[config.mk]
export PLATFORM = sky130hd
export DESIGN_NAME = seq_arith_unit
export DESIGN_NICKNAME = d
export VERILOG_FILES = /design/src/rtl/seq_arith_unit.sv
export SDC_FILE = /design/constraint.sdc
export NUM_CORES = 1
export LEC_CHECK = 0
export ABC_AREA = 1
export ABC_CLOCK_PERIOD_IN_PS = 3100
export BUFFER_PORTS_ARGS = -buffer_cell sky130_fd_sc_hd__buf_2
export CAP_MARGIN = 10
export CELL_PAD_IN_SITES_DETAIL_PLACEMENT = 0
export CELL_PAD_IN_SITES_GLOBAL_PLACEMENT = 1
export CORE_MARGIN = 1.5
export CORE_UTILIZATION = 43
export DETAILED_ROUTE_END_ITERATION = 10
export PLACE_DENSITY = 0.88
export SYNTH_ARGS = -nofsm -noshare
export SYNTH_HDL_FRONTEND = slang
export SYNTH_SLANG_ARGS = --single-unit
[constraint.sdc]
create_clock -name i_clk -period 3.1 [get_ports i_clk]
set_input_delay 0.465 -clock i_clk [delete_from_list [all_inputs] [get_ports i_clk]]
set_output_delay 0.465 -clock i_clk [all_outputs]
set_load 0.01 [all_outputs]
[src/rtl/seq_arith_unit.sv]
// Purpose: 8-bit sequential add/sub/mul/div unit with start/done handshake (shift-add mul, restoring div).
// Latency: add/sub done 1 cycle after start; mul/div done 9 cycles after start (8 CALC iterations).
// Backpressure: none; i_start is sampled only in IDLE, busy starts are dropped. Option macro: SEQ_ARITH_REM_EN exposes o_remainder.
module seq_arith_unit (
    input  logic       i_clk,
    input  logic       i_rst_n,
    input  logic       i_start,
    input  logic [1:0] i_op,
    input  logic [7:0] i_value_a,
    input  logic [7:0] i_value_b,
    output logic       o_busy,
    output logic       o_done,
    output logic [7:0] o_result,
    output logic       o_div_zero
`ifdef SEQ_ARITH_REM_EN
    ,
    output logic [7:0] o_remainder
`endif
);

    typedef enum logic [1:0] {
        IDLE = 2'd0,
        CALC = 2'd1,
        DONE = 2'd2
    } state_t;

    state_t     state;
    state_t     state_next;

    logic [2:0] cnt;        // iteration index 0..7 while in CALC
    logic       op_div;     // latched op bit 0: 1 = div, 0 = mul (only meaningful in CALC)
    logic [7:0] a_q;        // latched multiplicand / dividend
    logic [7:0] b_q;        // latched multiplier / divisor
    logic [7:0] acc;        // product accumulator (mul) or quotient shift register (div)
    logic [7:0] rem_q;      // partial remainder, kept even when the port is not built

    logic [7:0] mul_addend;
    logic [7:0] mul_next;
    logic [8:0] div_trial;
    logic [8:0] div_diff;
    logic       div_ge;
    logic [7:0] rem_next;
    logic [7:0] quo_next;
    logic [7:0] acc_next;
    logic       b_zero;
    logic [7:0] result_final;
    logic [7:0] rem_final;

    // One iteration of shift-add multiply (LSB first) and restoring divide (MSB first)
    always_comb begin
        mul_addend   = 8'h00;
        if (b_q[cnt]) begin
            mul_addend = a_q << cnt;
        end
        mul_next     = acc + mul_addend;

        div_trial    = {rem_q, a_q[3'd7 - cnt]};
        div_ge       = (div_trial >= {1'b0, b_q});
        div_diff     = div_trial - {1'b0, b_q};
        rem_next     = div_ge ? div_diff[7:0] : div_trial[7:0];
        quo_next     = {acc[6:0], div_ge};

        acc_next     = op_div ? quo_next : mul_next;
        b_zero       = (b_q == 8'h00);
        // A zero divisor still runs all iterations; the reported values are forced here
        result_final = (op_div && b_zero) ? 8'hFF : acc_next;
        rem_final    = b_zero ? a_q : rem_next;
    end

    // Next-state logic and state-derived handshake outputs
    always_comb begin
        state_next = state;
        o_busy     = 1'b0;
        o_done     = 1'b0;
        case (state)
            IDLE: begin
                if (i_start) begin
                    state_next = i_op[1] ? CALC : DONE;
                end
            end
            CALC: begin
                o_busy = 1'b1;
                if (cnt == 3'd7) begin
                    state_next = DONE;
                end
            end
            DONE: begin
                o_busy     = 1'b1;
                o_done     = 1'b1;
                state_next = IDLE;
            end
            default: state_next = IDLE;
        endcase
    end

    // State register
    always_ff @(posedge i_clk) begin
        if (!i_rst_n) begin
            state <= IDLE;
        end else begin
            state <= state_next;
        end
    end

    // Operand latch, iteration datapath and result registers (updated only on entry to DONE)
    always_ff @(posedge i_clk) begin
        if (!i_rst_n) begin
            cnt        <= 3'd0;
            op_div     <= 1'b0;
            a_q        <= 8'h00;
            b_q        <= 8'h00;
            acc        <= 8'h00;
            rem_q      <= 8'h00;
            o_result   <= 8'h00;
            o_div_zero <= 1'b0;
`ifdef SEQ_ARITH_REM_EN
            o_remainder <= 8'h00;
`endif
        end else begin
            case (state)
                IDLE: begin
                    if (i_start) begin
                        op_div <= i_op[0];
                        a_q    <= i_value_a;
                        b_q    <= i_value_b;
                        cnt    <= 3'd0;
                        acc    <= 8'h00;
                        rem_q  <= 8'h00;
                        if (!i_op[1]) begin
                            o_result   <= i_op[0] ? (i_value_a - i_value_b)
                                                  : (i_value_a + i_value_b);
                            o_div_zero <= 1'b0;
`ifdef SEQ_ARITH_REM_EN
                            o_remainder <= 8'h00;
`endif
                        end
                    end
                end
                CALC: begin
                    cnt   <= cnt + 3'd1;
                    acc   <= acc_next;
                    rem_q <= rem_next;
                    if (cnt == 3'd7) begin
                        o_result   <= result_final;
                        o_div_zero <= op_div && b_zero;
`ifdef SEQ_ARITH_REM_EN
                        o_remainder <= op_div ? rem_final : 8'h00;
`endif
                    end
                end
                default: begin
                end
            endcase
        end
    end

endmodule

Word level (Yosys, flattened, before mapping)
Cells that the tools add are included.
{ "op_classes": {"add_sub_neg": 6, "magnitude_cmp": 3, "eq_ne": 6, "shifts": 1, "n_mux": 28, "reduce_logical": 9} }
{ "op_table": {"columns": ["op", "n"], "rows": [
  ["8-bit two-way mux", 9],
  ["8-bit case mux with 2 select lines", 3],
  ["8-bit adder", 2],
  ["8-bit subtractor", 2],
  ["9-bit by 8-bit greater-or-equal comparator with 1-bit output", 1],
  ["8-bit zero test", 1],
  ["3-bit by 4-bit < comparator with 1-bit output, second input constant", 2],
  ["8-bit by 3-bit left shift with 8-bit output", 1],
  ["1-bit two-way mux", 7],
  ["1-bit binary-select mux with 3-bit select", 2],
  ["2-bit two-way mux", 3],
  ["2-bit != test, second input constant", 3],
  ["3-bit case mux with 2 select lines", 1],
  ["2-bit AND reduction", 3],
  ["2-bit case mux with 2 select lines", 1],
  ["4-bit AND reduction", 1],
  ["3-bit by 1-bit adder with 3-bit output, second input constant", 1],
  ["3-bit == test, second input constant", 1],
  ["3-bit two-way mux", 1],
  ["3-bit subtractor, first input constant", 1],
  ["2-bit by 1-bit == test with 1-bit output, second input constant", 1],
  ["2-bit == test, second input constant", 1],
  ["2-bit zero test", 1],
  ["1-bit case mux with 2 select lines", 1],
  ["other kinds (3)", 3]
]} }
{ "word_totals": {"ff_bits": 47, "output_inout_bits": 11, "elab_cells": 62} }

Depth between registers and ports, before layout
{ "logic_depth": {"ltp_word": 8, "mapped_depth": 23, "mapped_depth_nobuf": 21} }

Least setup slack after synthesis
No wires, ideal clock.
{ "synth_path": {"path_type": "reg2reg", "startpoint": "reg cnt[0]", "endpoint": "reg rem_q[6]", "setup_time_ps": 70, "t_arrival_ps": 2294, "required_ps": 3030, "path_slack_ps": 736, "stages_incl_launch_ff": 20, "path_cell_list": "dfxtp_1 buf_6 inv_2 buf_6 nand2_1 nand3_1 nand3_1 nand2_2 inv_1 ha_1 fa_1 o21ai_0 nand2_1 nand2_1 a21oi_1 inv_1 nand2_1 nand3_1 nand3_1 a21oi_1"} }
{ "synth_between": {"elab_chain_len": 6, "word_cells_on_any_way": 7} }
{ "synth_rtl": {"columns": ["item", "line_no", "text"], "rows": [
  ["start: declaration", "30", "logic [2:0] cnt;"],
  ["start signal: assignment", "140", "cnt <= cnt + 3'd1;"],
  ["3-bit subtractor *", "57", "div_trial = {rem_q, a_q[3'd7 - cnt]};"],
  ["1-bit binary-select mux with 3-bit select *", "57", null],
  ["1-bit two-way mux (implied by the code) *", "57", null],
  ["8-bit subtractor or 9-bit by 8-bit greater-or-equal comparator with 1-bit output (tied branches)", "59, 58", null],
  ["8-bit two-way mux *", "60", "rem_next = div_ge ? div_diff[7:0] : div_trial[7:0];"],
  ["8-bit case mux with 2 select lines *", "120", "case (state)"],
  ["end signal: assignment", "142", "rem_q <= rem_next;"],
  ["end: declaration", "35", "logic [7:0] rem_q;"]
]} }
Every way passes the cells marked *; elsewhere a longest branch is shown, timed or not. The select of a mux whose other input is x is not followed.
A chain may end at the register's enable or synchronous reset.

Worst setup path after layout
{ "layout_path": {"startpoint": "reg cnt[0]", "endpoint": "reg o_result[6]"} }
{ "layout_between": {"elab_chain_len": 8, "word_cells_on_any_way": 12} }
{ "layout_rtl": {"columns": ["item", "line_no", "text"], "rows": [
  ["1-bit binary-select mux with 3-bit select", "52", "if (b_q[cnt]) begin"],
  ["1-bit two-way mux (implied by the code)", "52", null],
  ["8-bit two-way mux", "52", null],
  ["8-bit adder", "55", "mul_next = acc + mul_addend;"],
  ["8-bit two-way mux", "63", "acc_next = op_div ? quo_next : mul_next;"],
  ["8-bit two-way mux", "66", "result_final = (op_div && b_zero) ? 8'hFF : acc_next;"],
  ["8-bit two-way mux", "143", "if (cnt == 3'd7) begin"],
  ["8-bit case mux with 2 select lines", "120", null],
  ["end signal: assignment", "130", "o_result <= i_op[0] ? (i_value_a - i_value_b)"],
  ["end signal: assignment", "144", "o_result <= result_final;"],
  ["end: declaration", "13", "output logic [7:0] o_result,"]
]} }
Several ways; a longest one is shown, not always the timed one. The select of a mux whose other input is x is not followed.

==> impl_metrics.ini <==
[run_status]
outcome = complete, no violations

[synthesis]
synthFlopType = dfxtp_1
synth_top_area_cell = dfxtp_1
synth_top_cell_area_share_pct = 27.8
synthTopCellsByCount = 97 x nand2_1, 63 x a21oi_1, 56 x inv_1, 55 x o21ai_0, 47 x dfxtp_1
async_reset_ff_share_pct = 0
synth_area_leaders = dfxtp_1 28%, nand2_1 11%, ha_1 10%, a21oi_1 9.3%, o21ai_0 8.1%
yosysMostFrequentCell = nand2_1
yosys_warnings = 0
syn_area_um2 = 3390
ys_ff_latch = 47
synth_edf_count = 0
synth.distinct_cells = 38
synthCells = 502
syn_avg_cell_area_um2 = 6.75
synth_nets = 554
yosysSeqAreaShare_pct = 27.8

[critical_path]
cpPeakStageDelay_ps = 420
crit_chain = inv_2 > nand2_1 > nand3_1 > nand2_1 > nand2_2 > nor2_1 > ha_1 > fa_1 > nand3_1 > nand2_1 > nand2_1 > nand2_1 > a21oi_1 > nor2_1 > o21ai_0 > a31oi_1
critPathMostFrequentCell = nand2_1
criticalPathCategory = flip-flop to flip-flop
worst_setup_path_start_kind = flip-flop
worstPathRequired_ps = 3270
r2r_end = o_result[6]$_SDFFE_PN0P_
worst-path-buf-inv = 1
rr_worst_depth = 16
cp-startpoint = cnt[0]$_SDFFE_PN0P_
cp_data_arrival_time_ps = 2870
worstPathMaxFanout = 17
reg2reg_slack_ps = 400
cp_slowest_cell = dfxtp_2
end_kind = flip-flop
cp.depth = 16
cp_top_family = simple AND/OR/NAND/NOR gates
setup.worst_path.end = o_result[6]$_SDFFE_PN0P_
r2r_start = cnt[0]$_SDFFE_PN0P_

[floorplan]
ios = 32
fp.dieW_um = 91.8
dieArea_um2 = 8420
core_area_um2 = 7690
start_util_pct = 44.1
rows = 32
die_h_um = 91.8

[grt]
grt_pass1_wl_um = 14300
grt_util_met1_pct = 31.3
grt_usage_pct = 21.1
grt_pass1_vias = 2973
grtUsageMet3_pct = 2.82
antenna_found_initial = 0
grt-ovfl-total = 0
top_usage_layer = met2
grtUsageMet2_pct = 32.3
grt_max_degree = 36

[clock_tree]
numCtsBuffers = 5
cts_tree = built
cts.clk_slew.worst_paths_ps = 80
clockRootBuffer = clkbuf_8
cts_buffer_depth = 2
clkSinkCount = 47
post_cts_buffers = 0
ctsHtreeMaxLevel = 2
clock_latency_ps = 300

[timing]
fmax_ghz = 0.371
relSlewSlack_pct = 63.5
grt_setup_unrepaired = false
fin_crit_sh_pct = 87.0
hold_viol_final = 0
setup_ws_ps = 403
setup_viol = 0
maxSlewViolCount = 0
clock_skew_ps = 5.28
setup-tns-final_ps = 0
tightest_slew_ps = 547
post-route-min-period_ps = 2700

[route]
drtIter0Drc = 220
wirelength_um = 8490
ant_nets = 0
wl_per_cell_um = 13.4
drc_errors = 0
routed_via_density = 5.21
vias = 3292
drt_first_pass_iters = 5

[place]
placed_area_um2 = 3620
io_buffers = 31
gp_congestion = 0.931
pre_cts_slack_ps = 245
numPlacedInstances = 624
place_hpwl_um = 6540

[min_path]
min_from = i_value_a[7]
hp-class = input pin to flip-flop

[power_and_ir_drop]
powerDensity_nw_per_um2 = 948
peakVddDrop_uv = 671
leakage_nw = 1.79
power_mw = 3.53

[layout]
final_layout_size_suffix_gt1_share_pct = 11.5
fin_nets = 581
n_antenna_cell = 0
stdcell_area_um2 = 3720
final_cells = 632
area_growth_pct = 9.75

[job]
maxCapViolCount = 0
## state kept, by name, indices dropped and copies added, names as in the netlist, 2 cells and up
register	flops
a_q	8
acc	8
b_q	8
cnt	3
o_result	8
rem_q	8
state	2
## per-stage QoR
step | hold WS (ps) | utilization, %
final | 457 | 48.4
after global routing | 465 | 48.4
after CTS | 445 | 48.4
after detailed placement | 471 | 47.1
after global placement | 470 | 47.1
after floorplan | 444 | -
## cell usage in the layout (no fill, tap or decap), types with 4 or more instances in the layout
master,n
inv_1,56
o21ai_0,55
nand3_1,31
buf_4,5
a21oi_1,63
xor2_1,9
nand2_2,5
dfxtp_1,46
nor3_1,6
xnor2_1,4
clkbuf_8,7
buf_2,31
nor2_1,42
a31oi_1,9
ha_1,28
o211ai_1,4
nand2_1,97
## routing by layer
metal / share of wire, % / wire length [um] / up-vias
li1: - / - / 1731
met1: 51 / 4360 / 1460
met2: 43 / 3620 / 96
met3: 4.9 / 415 / 5
met4: 1.0 / 85 / 0
met5: 0 / 0 / -
## logic make-up (layout without fill, tap and decap cells)
family | after synthesis | after routing | synth area share [%]
adders and majority gates | 31 | 31 | 12.1
buffers and inverters | 77 | 105 | 9.45
AOI/OAI and AO/OA | 144 | 144 | 23.6
and+or+nand+nor | 190 | 190 | 23.7
DFF | 47 | 47 | 27.8
xor gates and xnor gates | 13 | 13 | 3.36
## area by class of cell
type | count | area, um^2
Clock buffer | 8 | 100
Fill cell | 792 | 3970
Inverter | 61 | 229
Multi-Input combinational cell | 378 | 2130
Sequential cell | 47 | 942
Tap cell | 102 | 128
Timing Repair Buffer | 36 | 193
## repair_timing
action	in CTS	in global routing
endpoints found under the hold margin	0	0
gates resized for setup	0	1
hold buffers	0	0
setup endpoints to repair	0	3
## worst min-delay path: cells and delay by family
| kind | cells | cell delay, ps |
|---|---|---|
| AO/OA/AOI/OAI | 1 | 80 |
| AND/OR/NAND/NOR | 1 | 70 |
| buffers and inverters | 1 | 100 |
## worst min path at each step
| stage | slack (ps) | cells past startpoint | endpoint |
|---|---|---|---|
| after floorplan | 440 | 2 | a_q[3]$_SDFFE_PN0P_ |
| after global placement | 470 | 2 | a_q[5]$_SDFFE_PN0P_ |
| after detailed placement | 470 | 2 | a_q[5]$_SDFFE_PN0P_ |
| after CTS | 450 | 3 | a_q[7]$_SDFFE_PN0P_ |
| after global routing | 470 | 3 | a_q[0]$_SDFFE_PN0P_ |
| final | 460 | 3 | a_q[7]$_SDFFE_PN0P_ |
## report_power, final
part | switching [mW] | leakage (nW) | internal, mW
Sequential | 0.162 | 0.387 | 0.802
Combinational | 1.37 | 1.36 | 0.786
Clock | 0.204 | 0.0515 | 0.204
No activity file was read; power rests on OpenSTA's default activity.
